File: config.mk
export PLATFORM = sky130hd
export DESIGN_NAME = sc_sched
export DESIGN_NICKNAME = d
export VERILOG_FILES = /design/src/rtl/sc_sched_pkg.sv /design/src/rtl/sched_ctz.sv /design/src/rtl/sc_sched.sv
export SDC_FILE = /design/constraint.sdc
export NUM_CORES = 1
export LEC_CHECK = 0
export BUFFER_PORTS_ARGS = -buffer_cell sky130_fd_sc_hd__buf_4
export CORE_MARGIN = 2
export CORE_UTILIZATION = 50
export DETAILED_ROUTE_END_ITERATION = 16
export GPL_TIMING_DRIVEN = 0
export PLACE_DENSITY = 0.82
export SYNTH_ARGS = -nofsm -noshare
export SYNTH_HDL_FRONTEND = slang
export SYNTH_SLANG_ARGS = --single-unit
File: constraint.sdc
create_clock -name i_clk -period 2.4 [get_ports i_clk]
set_clock_uncertainty 0.15 [all_clocks]
set_input_delay 0.36 -clock i_clk [delete_from_list [all_inputs] [get_ports i_clk]]
set_output_delay 0.36 -clock i_clk [all_outputs]
set_load 0.01 [all_outputs]
File: src/rtl/sc_sched_pkg.sv
// Shared constants for the SC schedule controller: FSM encoding and PE op flags.
// No logic; imported by sc_sched and sched_ctz.
// Op flag values match the PE 'flag' input (1 = f, 0 = g).
package sc_sched_pkg;

    // Internal LLR word length used by the LLR memory and PE datapath.
    localparam int LLR_INTERNAL_LEN = 6;

    typedef enum logic [1:0] {
        ST_IDLE = 2'd0,
        ST_RUN  = 2'd1,
        ST_DONE = 2'd2
    } sched_state_t;

    localparam logic F_OP = 1'b1;
    localparam logic G_OP = 1'b0;

    // Width of the stage field; never narrower than one bit.
    function automatic int stage_w(input int log_n);
        return (log_n > 1) ? $clog2(log_n) : 1;
    endfunction

endpackage

File: src/rtl/sched_ctz.sv
// Trailing-zero encoder selecting the start stage of a new leaf.
// Latency: combinational.
// Backpressure: none (pure function); an all-zero input returns W-1 (root stage).
module sched_ctz
    import sc_sched_pkg::*;
#(
    parameter int W  = 4,
    parameter int OW = 2
) (
    input  logic [W-1:0]  i_val,
    output logic [OW-1:0] o_ctz
);

    // Scan from MSB down so the lowest set bit is the last one written.
    always_comb begin
        o_ctz = OW'(W - 1);
        for (int k = W - 1; k >= 0; k--) begin
            if (i_val[k]) begin
                o_ctz = OW'(k);
            end
        end
    end

endmodule

File: src/rtl/sc_sched.sv
// SC-decoder schedule controller: walks the SC tree and issues one PE command per beat.
// Latency: first command one cycle after start; done one cycle after the last command.
// Backpressure: i_hold freezes all state and outputs. Optional macro: SC_SCHED_RATE0_EN.
module sc_sched
    import sc_sched_pkg::*;
#(
    parameter  int LOG_N = 4,
    parameter  int P     = 8,
    localparam int N     = 1 << LOG_N,
    localparam int SW    = stage_w(LOG_N)
) (
    input  logic             i_clk,
    input  logic             i_rst_n,
    input  logic             i_start,
    input  logic [N-1:0]     i_frozen_mask,
    input  logic             i_hold,
    output logic             o_busy,
    output logic             o_op_valid,
    output logic             o_op_f,
    output logic [SW-1:0]    o_op_stage,
    output logic [LOG_N-1:0] o_op_node,
    output logic [LOG_N-1:0] o_op_beat,
    output logic             o_leaf_valid,
    output logic [LOG_N-1:0] o_leaf_idx,
    output logic             o_rate0_valid,
    output logic [LOG_N:0]   o_rate0_len,
    output logic             o_done
);

    localparam int               LOG_P     = $clog2(P);
    localparam logic [LOG_N-1:0] LAST_LEAF = '1;
    localparam logic [LOG_N:0]   N_FULL    = {1'b1, {LOG_N{1'b0}}};
    localparam logic [LOG_N:0]   LEN_ONE   = {{LOG_N{1'b0}}, 1'b1};

    sched_state_t     r_state, w_state_nxt;
    logic             r_busy, r_op_valid, r_op_f, r_leaf_valid, r_rate0_valid, r_done;
    logic [SW-1:0]    r_op_stage;
    logic [LOG_N-1:0] r_op_node, r_op_beat, r_bcnt, r_leaf_idx;
    logic [LOG_N:0]   r_rate0_len;

    // Candidate next position in the tree walk (before any subtree skip).
    logic             w_have, w_pnew, w_pend, w_pf;
    logic [LOG_N-1:0] w_pi, w_pbcnt;
    logic [SW-1:0]    w_ps;

    // Helpers derived from the current command.
    logic [LOG_N-1:0] w_span, w_nbm1, w_ctz_in;
    logic [SW-1:0]    w_ctz;
    logic [LOG_N:0]   w_skip_nxt;
    logic             w_last_beat, w_skip_end;

    // Registered-output next values.
    logic             w_skip, w_root_ones, w_sub_ones;
    logic [LOG_N:0]   w_skip_len;
    logic             w_op_valid_nxt, w_op_f_nxt, w_leaf_valid_nxt;
    logic [SW-1:0]    w_op_stage_nxt;
    logic [LOG_N-1:0] w_op_node_nxt, w_op_beat_nxt, w_leaf_idx_nxt;

    // An op at stage s spans 2^s outputs spread over max(1, 2^s/P) beats.
    assign w_span      = LOG_N'(1) << r_op_stage;
    assign w_nbm1      = ((w_span >> LOG_P) == '0) ? '0 : (w_span >> LOG_P) - LOG_N'(1);
    assign w_last_beat = (r_bcnt == w_nbm1);

    // After a skipped subtree the walk resumes at leaf_idx + len.
    assign w_skip_nxt = {1'b0, r_leaf_idx} + r_rate0_len;
    assign w_skip_end = (w_skip_nxt == N_FULL);
    assign w_ctz_in   = r_rate0_valid ? w_skip_nxt[LOG_N-1:0] : r_leaf_idx + LOG_N'(1);

    sched_ctz #(
        .W  (LOG_N),
        .OW (SW)
    ) u_ctz (
        .i_val (w_ctz_in),
        .o_ctz (w_ctz)
    );

`ifdef SC_SCHED_RATE0_EN
    logic [N-1:0] r_mask, w_mask, w_sub, w_plen, w_lmask;

    // Mask is captured only on an accepted start; the start cycle itself uses the live input.
    always_ff @(posedge i_clk) begin
        if (!i_rst_n) begin
            r_mask <= '0;
        end else if (!i_hold && r_state == ST_IDLE && i_start) begin
            r_mask <= i_frozen_mask;
        end
    end

    assign w_mask      = (r_state == ST_IDLE) ? i_frozen_mask : r_mask;
    assign w_sub       = w_mask >> w_pi;
    assign w_plen      = N'(1) << w_ps;
    assign w_lmask     = (N'(1) << w_plen) - N'(1);
    assign w_sub_ones  = ((w_sub & w_lmask) == w_lmask);
    assign w_root_ones = &w_mask;
`else
    logic w_unused_mask;
    assign w_unused_mask = ^i_frozen_mask;
    assign w_sub_ones    = 1'b0;
    assign w_root_ones   = 1'b0;
`endif

    // State register; hold has priority over every transition.
    always_ff @(posedge i_clk) begin
        if (!i_rst_n) begin
            r_state <= ST_IDLE;
        end else if (!i_hold) begin
            r_state <= w_state_nxt;
        end
    end

    // Next state and next tree position from the command currently on the outputs.
    always_comb begin
        w_state_nxt = r_state;
        w_have      = 1'b0;
        w_pnew      = 1'b0;
        w_pend      = 1'b0;
        w_pi        = '0;
        w_ps        = '0;
        w_pf        = G_OP;
        w_pbcnt     = '0;
        case (r_state)
            ST_IDLE: begin
                if (i_start) begin
                    w_state_nxt = ST_RUN;
                    w_have      = 1'b1;
                    w_pnew      = 1'b1;
                    w_ps        = SW'(LOG_N - 1);
                    w_pf        = F_OP;
                end
            end
            ST_RUN: begin
                if (r_rate0_valid) begin
                    if (w_skip_end) begin
                        w_pend = 1'b1;
                    end else begin
                        w_have = 1'b1;
                        w_pnew = 1'b1;
                        w_pi   = w_skip_nxt[LOG_N-1:0];
                        w_ps   = w_ctz;
                        w_pf   = G_OP;
                    end
                end else if (!w_last_beat) begin
                    w_have  = 1'b1;
                    w_pi    = r_leaf_idx;
                    w_ps    = r_op_stage;
                    w_pf    = r_op_f;
                    w_pbcnt = r_bcnt + LOG_N'(1);
                end else if (r_op_stage != '0) begin
                    w_have = 1'b1;
                    w_pnew = 1'b1;
                    w_pi   = r_leaf_idx;
                    w_ps   = r_op_stage - SW'(1);
                    w_pf   = F_OP;
                end else if (r_leaf_idx == LAST_LEAF) begin
                    w_pend = 1'b1;
                end else begin
                    w_have = 1'b1;
                    w_pnew = 1'b1;
                    w_pi   = r_leaf_idx + LOG_N'(1);
                    w_ps   = w_ctz;
                    w_pf   = G_OP;
                end
                if (w_pend) begin
                    w_state_nxt = ST_DONE;
                end
            end
            ST_DONE: w_state_nxt = ST_IDLE;
            default: w_state_nxt = ST_IDLE;
        endcase
    end

    // Turn the candidate into either a PE command or a frozen-subtree skip.
    always_comb begin
        w_skip     = 1'b0;
        w_skip_len = '0;
        if (w_have && w_pnew) begin
            if (r_state == ST_IDLE && w_root_ones) begin
                w_skip     = 1'b1;
                w_skip_len = N_FULL;
            end else if (w_sub_ones) begin
                w_skip     = 1'b1;
                w_skip_len = LEN_ONE << w_ps;
            end
        end
        w_op_valid_nxt   = w_have && !w_skip;
        w_op_f_nxt       = w_op_valid_nxt ? w_pf : 1'b0;
        w_op_stage_nxt   = w_op_valid_nxt ? w_ps : '0;
        w_op_node_nxt    = w_op_valid_nxt ? ((w_pi >> w_ps) >> 1) : '0;
        w_op_beat_nxt    = w_op_valid_nxt ? (w_pbcnt << LOG_P) : '0;
        w_leaf_valid_nxt = w_op_valid_nxt && (w_ps == '0);
        w_leaf_idx_nxt   = w_have ? w_pi : '0;
    end

    // Output/command registers; frozen while hold is high.
    always_ff @(posedge i_clk) begin
        if (!i_rst_n) begin
            r_busy        <= 1'b0;
            r_op_valid    <= 1'b0;
            r_op_f        <= 1'b0;
            r_op_stage    <= '0;
            r_op_node     <= '0;
            r_op_beat     <= '0;
            r_bcnt        <= '0;
            r_leaf_valid  <= 1'b0;
            r_leaf_idx    <= '0;
            r_rate0_valid <= 1'b0;
            r_rate0_len   <= '0;
            r_done        <= 1'b0;
        end else if (!i_hold) begin
            r_busy        <= (w_state_nxt != ST_IDLE);
            r_op_valid    <= w_op_valid_nxt;
            r_op_f        <= w_op_f_nxt;
            r_op_stage    <= w_op_stage_nxt;
            r_op_node     <= w_op_node_nxt;
            r_op_beat     <= w_op_beat_nxt;
            r_bcnt        <= w_pbcnt;
            r_leaf_valid  <= w_leaf_valid_nxt;
            r_leaf_idx    <= w_leaf_idx_nxt;
            r_rate0_valid <= w_skip;
            r_rate0_len   <= w_skip_len;
            r_done        <= (w_state_nxt == ST_DONE);
        end
    end

    assign o_busy        = r_busy;
    assign o_op_valid    = r_op_valid;
    assign o_op_f        = r_op_f;
    assign o_op_stage    = r_op_stage;
    assign o_op_node     = r_op_node;
    assign o_op_beat     = r_op_beat;
    assign o_leaf_valid  = r_leaf_valid;
    assign o_leaf_idx    = r_leaf_idx;
    assign o_rate0_valid = r_rate0_valid;
    assign o_rate0_len   = r_rate0_len;
    assign o_done        = r_done;

endmodule
# --- Word level (Yosys, flattened, before mapping) ---
# Cells that the tools add are included.
totals:
  reg_bits: 25
  inputBits: 20
  output_inout_bits: 25
  wordCells: 65
op_classes:
  n_addsub: 4
  n_shift: 2
  bitwise_logic: 1
  eq_ne: 5
  n_reduce_logical: 7
  n_mux: 35
op_table:
  columns: ["op", "n"]
  rows:
  - ["two-way mux 4 bit", 9]
  - ["two-way mux 2 bit", 9]
  - ["two-way mux 1 bit", 12]
  - ["adder 4 x 1 -> 4 bit, second input constant", 2]
  - ["case mux 2 bit (2 select lines)", 2]
  - ["equality test 4 bit", 1]
  - ["equality test 4 bit, second input constant", 1]
  - ["logical NOT 2 bit", 2]
  - ["logical NOT 4 bit", 1]
  - ["case mux 1 bit (2 select lines)", 2]
  - ["nonzero test 2 bit", 2]
  - ["left shift 1 x 2 -> 4 bit, first input constant", 1]
  - ["right shift 4 x 2 -> 4 bit", 1]
  - ["two-way mux 3 bit", 1]
  - ["!= test 3 bit, second input constant", 1]
  - ["equality test 2 x 1 -> 1 bit, second input constant", 1]
  - ["equality test 2 bit, second input constant", 1]
  - ["AND reduction 2 bit", 1]
  - ["subtractor 1 x 1 -> 2 bit, second input constant", 1]
  - ["subtractor 2 x 1 -> 2 bit, second input constant", 1]
  - ["logical AND 1 bit", 1]
  - ["NOT 1 bit", 1]

# --- Depth between registers and ports, before layout ---
# Gate-level depths: netlist (run 1).
logic_depth:
  depth_word: 10
  ltp_mapped: 9

# --- Cells and area by module ---
# Synthesis (run 1) repeated with hierarchy kept, for this count alone.
hier_totals:
  cells_unflattened: 151
  hier_area_um2: 1286.2
modules_own_cells:
  columns: ["module", "instances", "area_per_inst_um2", "cells_per_inst"]
  rows:
  - ["sc_sched", 1, 1270.0, 148]
  - ["sched_ctz", 1, 16.3, 3]

# --- Worst setup path after synthesis (run 1) ---
# OpenSTA, ideal clock, no wires.
synth_timing:
  kind: "flip-flop to flip-flop"
  from: "register r_bcnt[0]"
  to: "register r_op_node[0], in the netlist o_op_node[0]"
  t_arrival_ns: 1.735
  path_slack_ns: 0.397
  path_buffers: 1
  path_stages_with_launch: 10
  synth_period_minus_slack_ns: 2.003
  cell_sequence: "dfxtp_1 > inv_1 > ha_1 > or3b_1 > buf_6 > o21ai_2 > and2_4 > mux2_4 > nand3_2 > nand3_2"
synth_between:
  elab_chain_cells: 5
synth_rtl:
  columns: ["element", "line", "rtl"]
  rows:
  - ["from (decl)", "sc_sched.sv:38", "logic [LOG_N-1:0] r_op_node, r_op_beat, r_bcnt, r_leaf_idx;"]
  - ["from (signal assigned)", "sc_sched.sv:216", "r_bcnt <= w_pbcnt;"]
  - ["equality test 4 bit (*)", "sc_sched.sv:62", "assign w_last_beat = (r_bcnt == w_nbm1);"]
  - ["two-way mux 2 bit / two-way mux 4 bit (equally long branches)", "sc_sched.sv:142", "end else if (!w_last_beat) begin"]
  - ["case mux 2 bit (2 select lines) / two-way mux 4 bit (equally long branches)", "sc_sched.sv:121", "case (r_state)"]
  - ["right shift 4 x 2 -> 4 bit", "sc_sched.sv:188", "w_op_node_nxt = w_op_valid_nxt ? ((w_pi >> w_ps) >> 1) : '0;"]
  - ["two-way mux 3 bit (*)", "sc_sched.sv:188", null]
  - ["to (signal assigned)", "sc_sched.sv:214", "r_op_node <= w_op_node_nxt;"]
  - ["to (decl)", "sc_sched.sv:38", null]
# Mark *: on every way between the ends. The rest lies on a longest branch, timed or not.
# A chain may end at the register's enable or synchronous reset.

# --- Worst setup path after layout (run 1) ---
# Ends and elaborated chain as after synthesis.

==> Implementation_results.wiki, run 1 <==
{| class="wikitable"
! Metric !! Value
|-
| Pre-CTS setup slack || 0.265 ns
|-
| Worst path arrival time || 2.23 ns
|-
| Async set-or-reset flop fraction in the synthesized netlist || 0
|-
| Combinational family with the most area after synthesis || simple AND/OR/NAND/NOR gates
|-
| Number of iterations in the first detailed-routing pass || 4
|-
| Die Height || 55.8 um
|-
| Number of inserted diodes || 0
|-
| Kind of start point of the critical path || flip-flop
|-
| Share of power burned in the clock network || 0.274
|-
| Mean instance size in the synthesized netlist || roughly 8.8 um2
|-
| Critical setup path kind || flip-flop to flip-flop
|-
| Number of buffers created by CTS || 3
|-
| Final critical-path share of the clock period || 0.906
|-
| Critical path cell sequence || inv_1 > ha_1 > or3b_1 > buf_6 > o21ai_2 > and2_4 > mux2_4 > nand3_2 > nand3_2
|-
| Routed via count || between 1,000 and 1,500
|-
| Highest achievable clock rate || between 0.4 and 0.5 GHz
|-
| Count of final setup violators || 0
|-
| Setup TNS || 0 ns
|-
| Root buffer cell || sky130_fd_sc_hd__clkbuf_4
|-
| Share of layout cells above drive strength 1 || 0.297
|-
| Placed wire-length estimate after detailed placement || 2170 um
|-
| Termination of the worst setup path || o_op_node[0]$_SDFFE_PN0N_
|-
| Critical path capture point type || flip-flop
|-
| Required time reported for the critical path endpoint || 2.46 ns
|-
| Routed len/inst || 13.6 um
|-
| #FFs+latches synth || 21
|-
| Critical path depth in cells || 9
|-
| Dominant synthesized flop cell || sky130_fd_sc_hd__dfxtp_1
|-
| Most frequent cells in the layout || 27 x sky130_fd_sc_hd__buf_4, 21 x sky130_fd_sc_hd__dfxtp_1, 10 x sky130_fd_sc_hd__nor2b_1, 10 x sky130_fd_sc_hd__conb_1
|-
| Xor and xnor fraction of the mapped netlist area || 0.00653
|-
| Post-detailed-routing wire length || 2880 um
|-
| Maximum number of pins on one net before global-route repair || 12
|-
| First-pass GRT wire length || 4910 um
|-
| Number of instances in the synthesized netlist || 152
|-
| Number of antenna violations at the first check in global routing || 0
|-
| Post-synthesis adder-cell area fraction || 0.0373
|-
| Core occupancy in the finished layout || 0.627
|-
| Die outline area || 3110 um2
|-
| Cell Area, Synth || roughly 1300 um2
|-
| Smallest hold slack || 0.170 ns
|-
| Initial standard-cell utilization of the core || 0.537
|-
| Buffers inserted by post-CTS timing repair || 0
|-
| Count of yosys warnings during synthesis || 0
|-
| Part of the power in combinational logic || 0.165
|-
| Placeable core region || 2500 um2
|-
| Dominant cell type by area after synthesis || sky130_fd_sc_hd__dfxtp_1
|-
| Sw frac || 0.278
|-
| Number of max-slew violations in the final report || 0
|-
| Highest fanout seen on the critical path || 9
|-
| Run status || finished clean
|-
| Routed via count divided by cell count || 5.60
|-
| Clock slew at the register clock pins of the worst setup and hold paths || 0.12 ns
|-
| Leakage dissipation || 0.647 nW
|-
| Total number of placement rows || 18
|-
| Top cell type's share of synthesized area || 0.313
|-
| TritonCTS clock tree || built
|-
| Sw Pwr || 0.181 mW
|-
| Number of placed I/O pins || between 40 and 50
|-
| Power after layout || 0.651 mW
|-
| Final number of hold-violating endpoints || 0
|-
| Number of flops mapped to enable cells by yosys || 0
|-
| Critical Path Most Common Cell || sky130_fd_sc_hd__nand3_2
|-
| Max-cap violations || 0
|-
| Reg-to-reg endpoint || o_op_node[0]$_SDFFE_PN0N_
|-
| Num Clock Sinks || 21
|-
| Antenna viol nets, final || 0
|-
| GPL Wtd Cong || 0.883
|-
| Power per unit of standard cell area || a little over 400 nW/um2
|-
| Cell variety after synth || 54
|-
| Leading cell type in the layout, fill and taps excluded || sky130_fd_sc_hd__buf_4
|-
| Count of instances resized after the clock tree is built || 0
|-
| Register-to-register setup slack || 0.23 ns
|-
| Detailed router's first-iteration violation count || 29
|-
| Via count of the first global-routing pass || between 1,000 and 1,500
|-
| Number of levels the H-tree was split into || 1
|-
| Synth Area in Compound Gates || 0.258
|-
| Die span in x || 55.8 um
|-
| Total routing resource utilization after global routing || 0.196
|-
| Clock latency of the later-clocked register in the worst-skew pair || 0.32 ns
|-
| Maximum ir drop on the vdd rail || 0.000327 V
|-
| Hold bufs inserted after CTS || 0
|-
| Critical path's slowest cell || sky130_fd_sc_hd__dfxtp_1
|-
| RSZ-0062 raised after global routing || no
|-
| NumNets Final || a little over 200
|-
| Type of the tightest min-delay check || primary input to flip-flop
|-
| Worst-case reg-to-reg path depth || 9
|-
| Fraction of power consumed by sequential logic || 0.561
|-
| First element of the critical path || r_bcnt[0]$_SDFFE_PN0N_
|-
| Seq/Total Area, Yosys || 0.313
|-
| Grt ovf || 0
|-
| Area share of and/or/nand/nor cells after synthesis || 0.271
|-
| Growth of design area from synthesis to finish || 16.8%
|-
| Number of remaining DRC errors || 0
|-
| Largest stage delay, worst path || 0.38 ns
|-
| Startpoint of the worst-slack reg-to-reg timing path || r_bcnt[0]$_SDFFE_PN0N_
|-
| Top cell family by delay on the critical path || simple AND/OR/NAND/NOR gates
|-
| Sum of buffers and inverters on the critical path || 2
|-
| Mux contribution to synthesized area || 0.0112
|-
| PortBufs || 17
|-
| Clock Tree Buf Depth || 2
|-
| Internal power component || between 0.4 and 0.5 mW
|-
| Worst Setup Slack, final || 0.226 ns
|-
| Dominant cells by area after synthesis || sky130_fd_sc_hd__dfxtp_1 31%, sky130_fd_sc_hd__buf_4 5.6%, sky130_fd_sc_hd__nor2b_1 4.7%
|-
| Min Tclk post-route || 2.17 ns
|}
[logic make-up (layout without fill, tap and decap cells)]
| group | Yosys count | count (layout) |
|---|---|---|
| compound gates | 43 | 43 |
| xor+xnor | 1 | 1 |
| fa+ha+maj | 4 | 4 |
| buf+inv | 21 | 42 |
| flops | 21 | 21 |
| mux | 1 | 1 |
| other cells | 1 | 10 |
| simple gates | 60 | 60 |
[area by class of cell]
type,instances,area (um2)
flip-flops and latches,21,420
well taps,30,37.5
fillers,214,933
multi-input cells,119,821
repair buffers,17,128
inverters,3,11.3
clock buffers,4,26.3
plain buffers,18,123
[stage by stage]
step | instances | area, um2
finish | 212 | 1570
global route | 212 | 1570
CTS | 212 | 1570
detailed placement | 208 | 1540
global placement | 208 | 1540
floorplan | 161 | 1380
[power by group through the flow]
stage / sequential [mW] / clock (mW) / combinational [mW]
final: 0.365 / 0.178 / 0.107
after global routing: 0.367 / 0.193 / 0.118
after detailed placement: 0.374 / 0 / 0.107
after floorplan: 0.375 / 0 / 0.0767
after global placement: 0.373 / 0 / 0.105
after CTS: 0.365 / 0.181 / 0.107
[synth_stat cells (3+ instances only)]
library cell / count
sky130_fd_sc_hd__dfxtp_1: 21
sky130_fd_sc_hd__a22oi_1: 6
sky130_fd_sc_hd__nand4_1: 5
sky130_fd_sc_hd__ha_1: 4
sky130_fd_sc_hd__buf_4: 10
sky130_fd_sc_hd__clkbuf_1: 4
sky130_fd_sc_hd__nand3_1: 5
sky130_fd_sc_hd__nand2_1: 9
sky130_fd_sc_hd__nor2_1: 9
sky130_fd_sc_hd__and2_1: 3
sky130_fd_sc_hd__a21boi_0: 5
sky130_fd_sc_hd__a21oi_1: 3
sky130_fd_sc_hd__nor2b_1: 10
sky130_fd_sc_hd__o21ai_0: 8
[routing by layer]
metal | up-vias | track usage | part of all wire
met3 | 5 | 0.0302 | 0.063
met1 | 554 | 0.251 | 0.45
met4 | 0 | 0.0976 | 0.019
li1 | 590 | - | -
met2 | 39 | 0.320 | 0.47
met5 | - | 0 | 0
[sequential cells by signal, indices dropped and copies added (netlist names)]
register / count
o_busy: 1
o_done: 1
o_leaf_idx: 4
o_leaf_valid: 1
o_op_beat: 1
o_op_f: 1
o_op_node: 3
o_op_stage: 2
o_op_valid: 1
r_bcnt: 4
r_state: 2
[worst min-delay path by stage]
| stage | depth (start not counted) | to | from | slack (ns) |
|---|---|---|---|---|
| final | 3 | o_op_node[1]$_SDFFE_PN0N_ | i_rst_n | 0.17 |
| after global routing | 2 | o_op_beat[3]$_SDFFE_PN0N_ | i_rst_n | 0.17 |
| after CTS | 3 | o_op_node[1]$_SDFFE_PN0N_ | i_rst_n | 0.17 |
| after detailed placement | 2 | o_done$_SDFFE_PN0N_ | o_done$_SDFFE_PN0N_ | 0.33 |
| after global placement | 2 | o_op_beat[3]$_SDFFE_PN0N_ | o_op_beat[3]$_SDFFE_PN0N_ | 0.31 |
| after floorplan | 2 | r_state[1]$_SDFFE_PN0N_ | r_state[1]$_SDFFE_PN0N_ | 0.31 |
[tightest hold or removal path, stage by stage]
cell	delay, ns
sky130_fd_sc_hd__buf_4	0.13
sky130_fd_sc_hd__nand4_1	0.06
sky130_fd_sc_hd__o31ai_1	0.05
Power figures use the tool's default switching activity.
==> run 2, diff against run 1 <==
Settings changed: CORE_UTILIZATION 50 to 53, PLACE_DENSITY 0.82 to 0.86.
Clock period 2.4 ns to 2.6 ns, I/O delays scaled along.
==> Implementation_results.wiki, run 2 (synthesis gave the netlist of run 1 again) <==
{| class="wikitable"
! Metric !! Value
|-
| Maximum number of pins on one net before global-route repair || 12
|-
| Total routing resource utilization after global routing || 0.204
|-
| GPL Wtd Cong || 0.955
|-
| Placeable core region || 2430 um2
|-
| Critical setup path kind || flip-flop to flip-flop
|-
| Setup TNS || 0 ns
|-
| Critical path capture point type || flip-flop
|-
| Register-to-register setup slack || 0.42 ns
|-
| Antenna viol nets, final || 0
|-
| Total number of placement rows || 18
|-
| Num Clock Sinks || 21
|-
| Number of antenna violations at the first check in global routing || 0
|-
| Type of the tightest min-delay check || primary input to flip-flop
|-
| Final number of hold-violating endpoints || 0
|-
| Fill count || 196
|-
| Via count of the first global-routing pass || between 1,000 and 1,500
|-
| Power per unit of standard cell area || approximately 380 nW/um2
|-
| Routed via count || 1,182
|-
| Clock slew at the register clock pins of the worst setup and hold paths || 0.12 ns
|-
| Area of combinational cells with multiple inputs || 821 um2
|-
| Post-detailed-routing wire length || 2750 um
|-
| Run status || finished clean
|-
| Number of placed I/O pins || 45
|-
| Routed len/inst || 13.0 um
|-
| Sequential Area || 420 um2
|-
| Maximum ir drop on the vdd rail || 0.000423 V
|-
| Die Height || 54.3 um
|-
| Number of levels the H-tree was split into || 1
|-
| Clock latency of the later-clocked register in the worst-skew pair || 0.30 ns
|-
| Number of iterations in the first detailed-routing pass || 4
|-
| Required time reported for the critical path endpoint || between 2 and 3 ns
|-
| Number of remaining DRC errors || 0
|-
| Root buffer cell || sky130_fd_sc_hd__clkbuf_4
|-
| Buffers inserted by post-CTS timing repair || 0
|-
| Die outline area || 2950 um2
|-
| PortBufs || 17
|-
| First-pass GRT wire length || 4470 um
|-
| Worst Setup Slack, final || 0.425 ns
|-
| Highest achievable clock rate || 0.460 GHz
|-
| NumNets Final || 207
|-
| Share of layout cells above drive strength 1 || 0.297
|-
| Final standard cell area without fillers || approximately 1600 um2
|-
| TritonCTS clock tree || built
|-
| Kind of start point of the critical path || flip-flop
|-
| Leading cell type in the layout, fill and taps excluded || sky130_fd_sc_hd__buf_4
|-
| Max-cap violations || 0
|-
| Number of buffers created by CTS || 3
|-
| Worst-case reg-to-reg path depth || 9
|-
| Final critical-path share of the clock period || 0.837
|-
| Placed wire-length estimate after detailed placement || 2150 um
|-
| Worst path arrival time || 2.23 ns
|-
| Pre-CTS setup slack || 0.462 ns
|-
| Hold bufs inserted after CTS || 0
|-
| Post-detailed-placement cell area || 1540 um2
|-
| Global-route met2 utilization || 0.355
|-
| Count of final setup violators || 0
|-
| Most frequent cells in the layout || 27 x sky130_fd_sc_hd__buf_4, 21 x sky130_fd_sc_hd__dfxtp_1, 10 x sky130_fd_sc_hd__nor2b_1, 10 x sky130_fd_sc_hd__conb_1
|-
| Leakage dissipation || 0.647 nW
|-
| Routed via count divided by cell count || about 5.6
|-
| Detailed router's first-iteration violation count || 28
|-
| Met3 Usage GRT || 0.0191
|-
| Number of inserted diodes || 0
|-
| Grt ovf || 0
|-
| Initial standard-cell utilization of the core || 0.551
|-
| Count of placed standard cells in the final layout, fillers left out || 212
|-
| Number of max-slew violations in the final report || 0
|-
| RSZ-0062 raised after global routing || no
|-
| Die span in x || about 54 um
|-
| Cell depth of the worst hold path || 2
|-
| Highest fanout seen on the critical path || 9
|-
| Routing layer with the top usage in global route || met2
|-
| Growth of design area from synthesis to finish || 16.8%
|-
| Clock Tree Buf Depth || 2
|-
| Count of instances resized after the clock tree is built || 0
|-
| Total placed cells including tap cells || 208
|-
| Min Tclk post-route || 2.18 ns
|-
| Global-route track usage on met1 || 0.251
|}
## run 2: cell counts in the layout (fill, tap and decap cells not counted)
No cell type changed its count.
## run 2: final cells by class
type | count | share of cell area
Sequential cell | 21 | 0.268
Tap cell | 30 | 0.0240
Multi-Input combinational cell | 119 | 0.524
Timing Repair Buffer | 17 | 0.0815
Inverter | 3 | 0.00719
Buffer | 18 | 0.0783
Clock buffer | 4 | 0.0168
## run 2: per-layer routing
| layer | vias up | wire length, um |
|---|---|---|
| li1 | 589 | - |
| met1 | 550 | 1190 |
| met2 | 39 | 1380 |
| met3 | 4 | 151 |
| met4 | 0 | 23 |
| met5 | - | 0 |
## run 2: worst paths after layout
check	from	to
setup / recovery	r_bcnt[0]$_SDFFE_PN0N_	o_op_node[0]$_SDFFE_PN0N_
hold reg to reg	o_op_beat[3]$_SDFFE_PN0N_	o_op_beat[3]$_SDFFE_PN0N_
setup reg to reg	r_bcnt[0]$_SDFFE_PN0N_	o_op_node[0]$_SDFFE_PN0N_
hold / removal	i_rst_n	o_op_beat[3]$_SDFFE_PN0N_
## run 2: worst max-delay path, cell delays in order, from the launching register on
cell                      delay, ns
sky130_fd_sc_hd__dfxtp_1       0.38
sky130_fd_sc_hd__inv_1         0.08
sky130_fd_sc_hd__ha_1          0.16
sky130_fd_sc_hd__or3b_1        0.37
sky130_fd_sc_hd__buf_6         0.16
sky130_fd_sc_hd__o21ai_2       0.16
sky130_fd_sc_hd__and2_4        0.18
sky130_fd_sc_hd__mux2_4        0.30
sky130_fd_sc_hd__nand3_2       0.08
sky130_fd_sc_hd__nand3_2       0.06
## run 2: stage by stage
step / util / total power, mW / hold WS, ns
6_report: 0.644 / 0.593 / 0.223
5_1_grt: 0.644 / 0.615 / 0.226
4_1_cts: 0.644 / 0.595 / 0.228
3_5_place_dp: 0.633 / 0.442 / 0.323
3_3_place_gp: 0.633 / 0.440 / 0.315
2_1_floorplan: - / 0.417 / 0.307
## run 2: power breakdown
| group | total, mW | switching [mW] | internal (mW) |
|---|---|---|---|
| clock | 0.157 | 0.0976 | 0.0597 |
| sequential | 0.337 | 0.00844 | 0.329 |
| combinational | 0.0987 | 0.0533 | 0.0454 |
==> run 3, diff against run 2 <==
Settings changed: CORE_UTILIZATION 53 to 50, PLACE_DENSITY 0.86 to 0.82.
Clock period 2.6 ns to 2.1 ns, I/O delays scaled along.
==> Implementation_results.wiki, run 3 (synthesis gave the netlist of run 1 again) <==
{| class="wikitable"
! Metric !! Value
|-
| Run status || finished, violations left
|-
| Violated checks || setup timing
|-
| Highest achievable clock rate || 0.473 GHz
|-
| Kind of start point of the critical path || flip-flop
|-
| Growth of design area from synthesis to finish || 23.5%
|-
| Root buffer cell || sky130_fd_sc_hd__clkbuf_4
|-
| Num Clock Sinks || 21
|-
| Die Height || 55.8 um
|-
| Count of placed standard cells in the final layout, fillers left out || 217
|-
| Internal power component || around 0.54 mW
|-
| Required time reported for the critical path endpoint || around 2.2 ns
|-
| Routed via count || 1,263
|-
| Fraction of power consumed by sequential logic || 0.556
|-
| Via count of the first global-routing pass || 1,075
|-
| Highest fanout seen on the critical path || 5
|-
| Worst Setup Slack, final || -0.0149 ns
|-
| Initial standard-cell utilization of the core || 0.537
|-
| Type of the tightest min-delay check || primary input to flip-flop
|-
| Number of buffers created by CTS || 3
|-
| Number of inserted diodes || 0
|-
| Sw frac || 0.282
|-
| Total placed cells including tap cells || 208
|-
| Placeable core region || about 2500 um2
|-
| Power per unit of standard cell area || 451 nW/um2
|-
| Count of final setup violators || 1
|-
| Number of levels the H-tree was split into || 1
|-
| Placed wire-length estimate after detailed placement || about 2200 um
|-
| Worst path arrival time || 2.18 ns
|-
| Maximum ir drop on the vdd rail || approximately 0.00038 V
|-
| RSZ-0062 raised after global routing || yes
|-
| Critical path capture point type || flip-flop
|-
| TritonCTS clock tree || built
|-
| Max-cap violations || 0
|-
| Total number of placement rows || 18
|-
| Number of placed I/O pins || 45
|-
| Final critical-path share of the clock period || 1.01
|-
| Number of max-slew violations in the final report || 0
|-
| Number of iterations in the first detailed-routing pass || 4
|-
| Share of power burned in the clock network || 0.275
|-
| Core occupancy in the finished layout || 0.663
|-
| Total routing resource utilization after global routing || 0.197
|-
| Sw Pwr || 0.211 mW
|-
| Number of antenna violations at the first check in global routing || 0
|-
| Share of layout cells above drive strength 1 || 0.374
|-
| Critical setup path kind || flip-flop to flip-flop
|-
| Leading cell type in the layout, fill and taps excluded || sky130_fd_sc_hd__buf_4
|-
| Final number of hold-violating endpoints || 0
|-
| Post-detailed-routing wire length || between 3000 and 4000 um
|-
| PortBufs || 17
|-
| Grt ovf || 0
|-
| Most frequent cells in the layout || 30 x sky130_fd_sc_hd__buf_4, 17 x sky130_fd_sc_hd__dfxtp_1, 10 x sky130_fd_sc_hd__nor2b_1, 10 x sky130_fd_sc_hd__conb_1, 9 x sky130_fd_sc_hd__nand2_1
|-
| Sequential Area || between 400 and 500 um2
|-
| Fill count || 198
|-
| Hold bufs inserted after CTS || 0
|-
| Routed via count divided by cell count || 5.82
|-
| Detailed router's first-iteration violation count || 61
|-
| GPL Wtd Cong || between 0.8 and 0.9
|-
| Area of combinational cells with multiple inputs || roughly 870 um2
|-
| First-pass GRT wire length || 4930 um
|-
| NumNets Final || between 200 and 250
|-
| Die outline area || 3110 um2
|-
| Die span in x || 55.8 um
|-
| Part of the power in combinational logic || 0.169
|-
| Setup TNS || -0.0149 ns
|-
| Routed len/inst || between 15 and 20 um
|-
| Leakage dissipation || 0.677 nW
|-
| Clock Tree Buf Depth || 2
|-
| Antenna viol nets, final || 0
|-
| Clock slew at the register clock pins of the worst setup and hold paths || approximately 0.12 ns
|-
| Clock latency of the later-clocked register in the worst-skew pair || 0.32 ns
|-
| Number of remaining DRC errors || 0
|-
| Min Tclk post-route || 2.11 ns
|-
| Pre-CTS setup slack || -0.0353 ns
|-
| Maximum number of pins on one net before global-route repair || 12
|}
[run 3: changes by cell type in the layout (fill, tap and decap cells not counted), sizes merged]
cell and change:
nor3b +1, buf +4
[run 3: power groups by stage]
stage	logic [mW]	registers, mW	clock network [mW]
global placement	0.120	0.426	0
global route	0.138	0.417	0.220
CTS	0.122	0.418	0.207
finish	0.126	0.416	0.205
detailed placement	0.122	0.427	0
floorplan	0.0877	0.428	0
[run 3: metrics by stage]
stage	instance area [um2]	total power, mW	hold slack (ns)
2_1_floorplan	1380	0.516	0.307
3_3_place_gp	1540	0.546	0.312
3_5_place_dp	1540	0.549	0.328
4_1_cts	1570	0.746	0.119
5_1_grt	1660	0.775	0.124
6_report	1660	0.747	0.118
[run 3: path summary, 6_finish.rpt]
| check | startpoint | end | slack [ns] | cells after the start |
|---|---|---|---|---|
| worst max-delay path | r_bcnt[1]$_SDFFE_PN0N_ | o_op_node[0]$_SDFFE_PN0N_ | -0.01 | 9 |
| worst min-delay path | i_rst_n | r_bcnt[0]$_SDFFE_PN0N_ | 0.12 | 2 |
| worst max register to register | r_bcnt[1]$_SDFFE_PN0N_ | o_op_node[0]$_SDFFE_PN0N_ | -0.01 | 9 |
| worst min register to register | o_done$_SDFFE_PN0N_ | o_done$_SDFFE_PN0N_ | 0.35 | 2 |
[run 3: critical path: stages (launching register included)]
cell and delay [ns]:
sky130_fd_sc_hd__dfxtp_4 0.38, sky130_fd_sc_hd__inv_4 0.06, sky130_fd_sc_hd__ha_4 0.13, sky130_fd_sc_hd__or3b_4 0.39, sky130_fd_sc_hd__buf_6 0.15, sky130_fd_sc_hd__o21ai_4 0.15
sky130_fd_sc_hd__and2_4 0.17, sky130_fd_sc_hd__mux2_4 0.30, sky130_fd_sc_hd__nand3_2 0.08, sky130_fd_sc_hd__nand3_2 0.05
[run 3: timing repair]
item                       4_1_cts  5_1_grt
gates resized for setup          3       14
setup buffers                    0        3
setup endpoints to repair        2        7
cloned                           0        2
pin swaps                        0        5
[run 3: metal layers]
metal  wire, um  track usage  vias up
li1           -            -      604
met1       1400        0.252      596
met2       1560        0.320       54
met3        215       0.0302        9
met4         89       0.0976        0
met5          0            0        -
[run 3: area by class of cell]
class | instances | share of cell area
sequential | 21 | 0.260
inverter | 3 | 0.00982
multi-input combinational | 120 | 0.524
tap | 30 | 0.0227
buffer | 18 | 0.0740
timing repair buffer | 21 | 0.0937
clock buffer | 4 | 0.0159
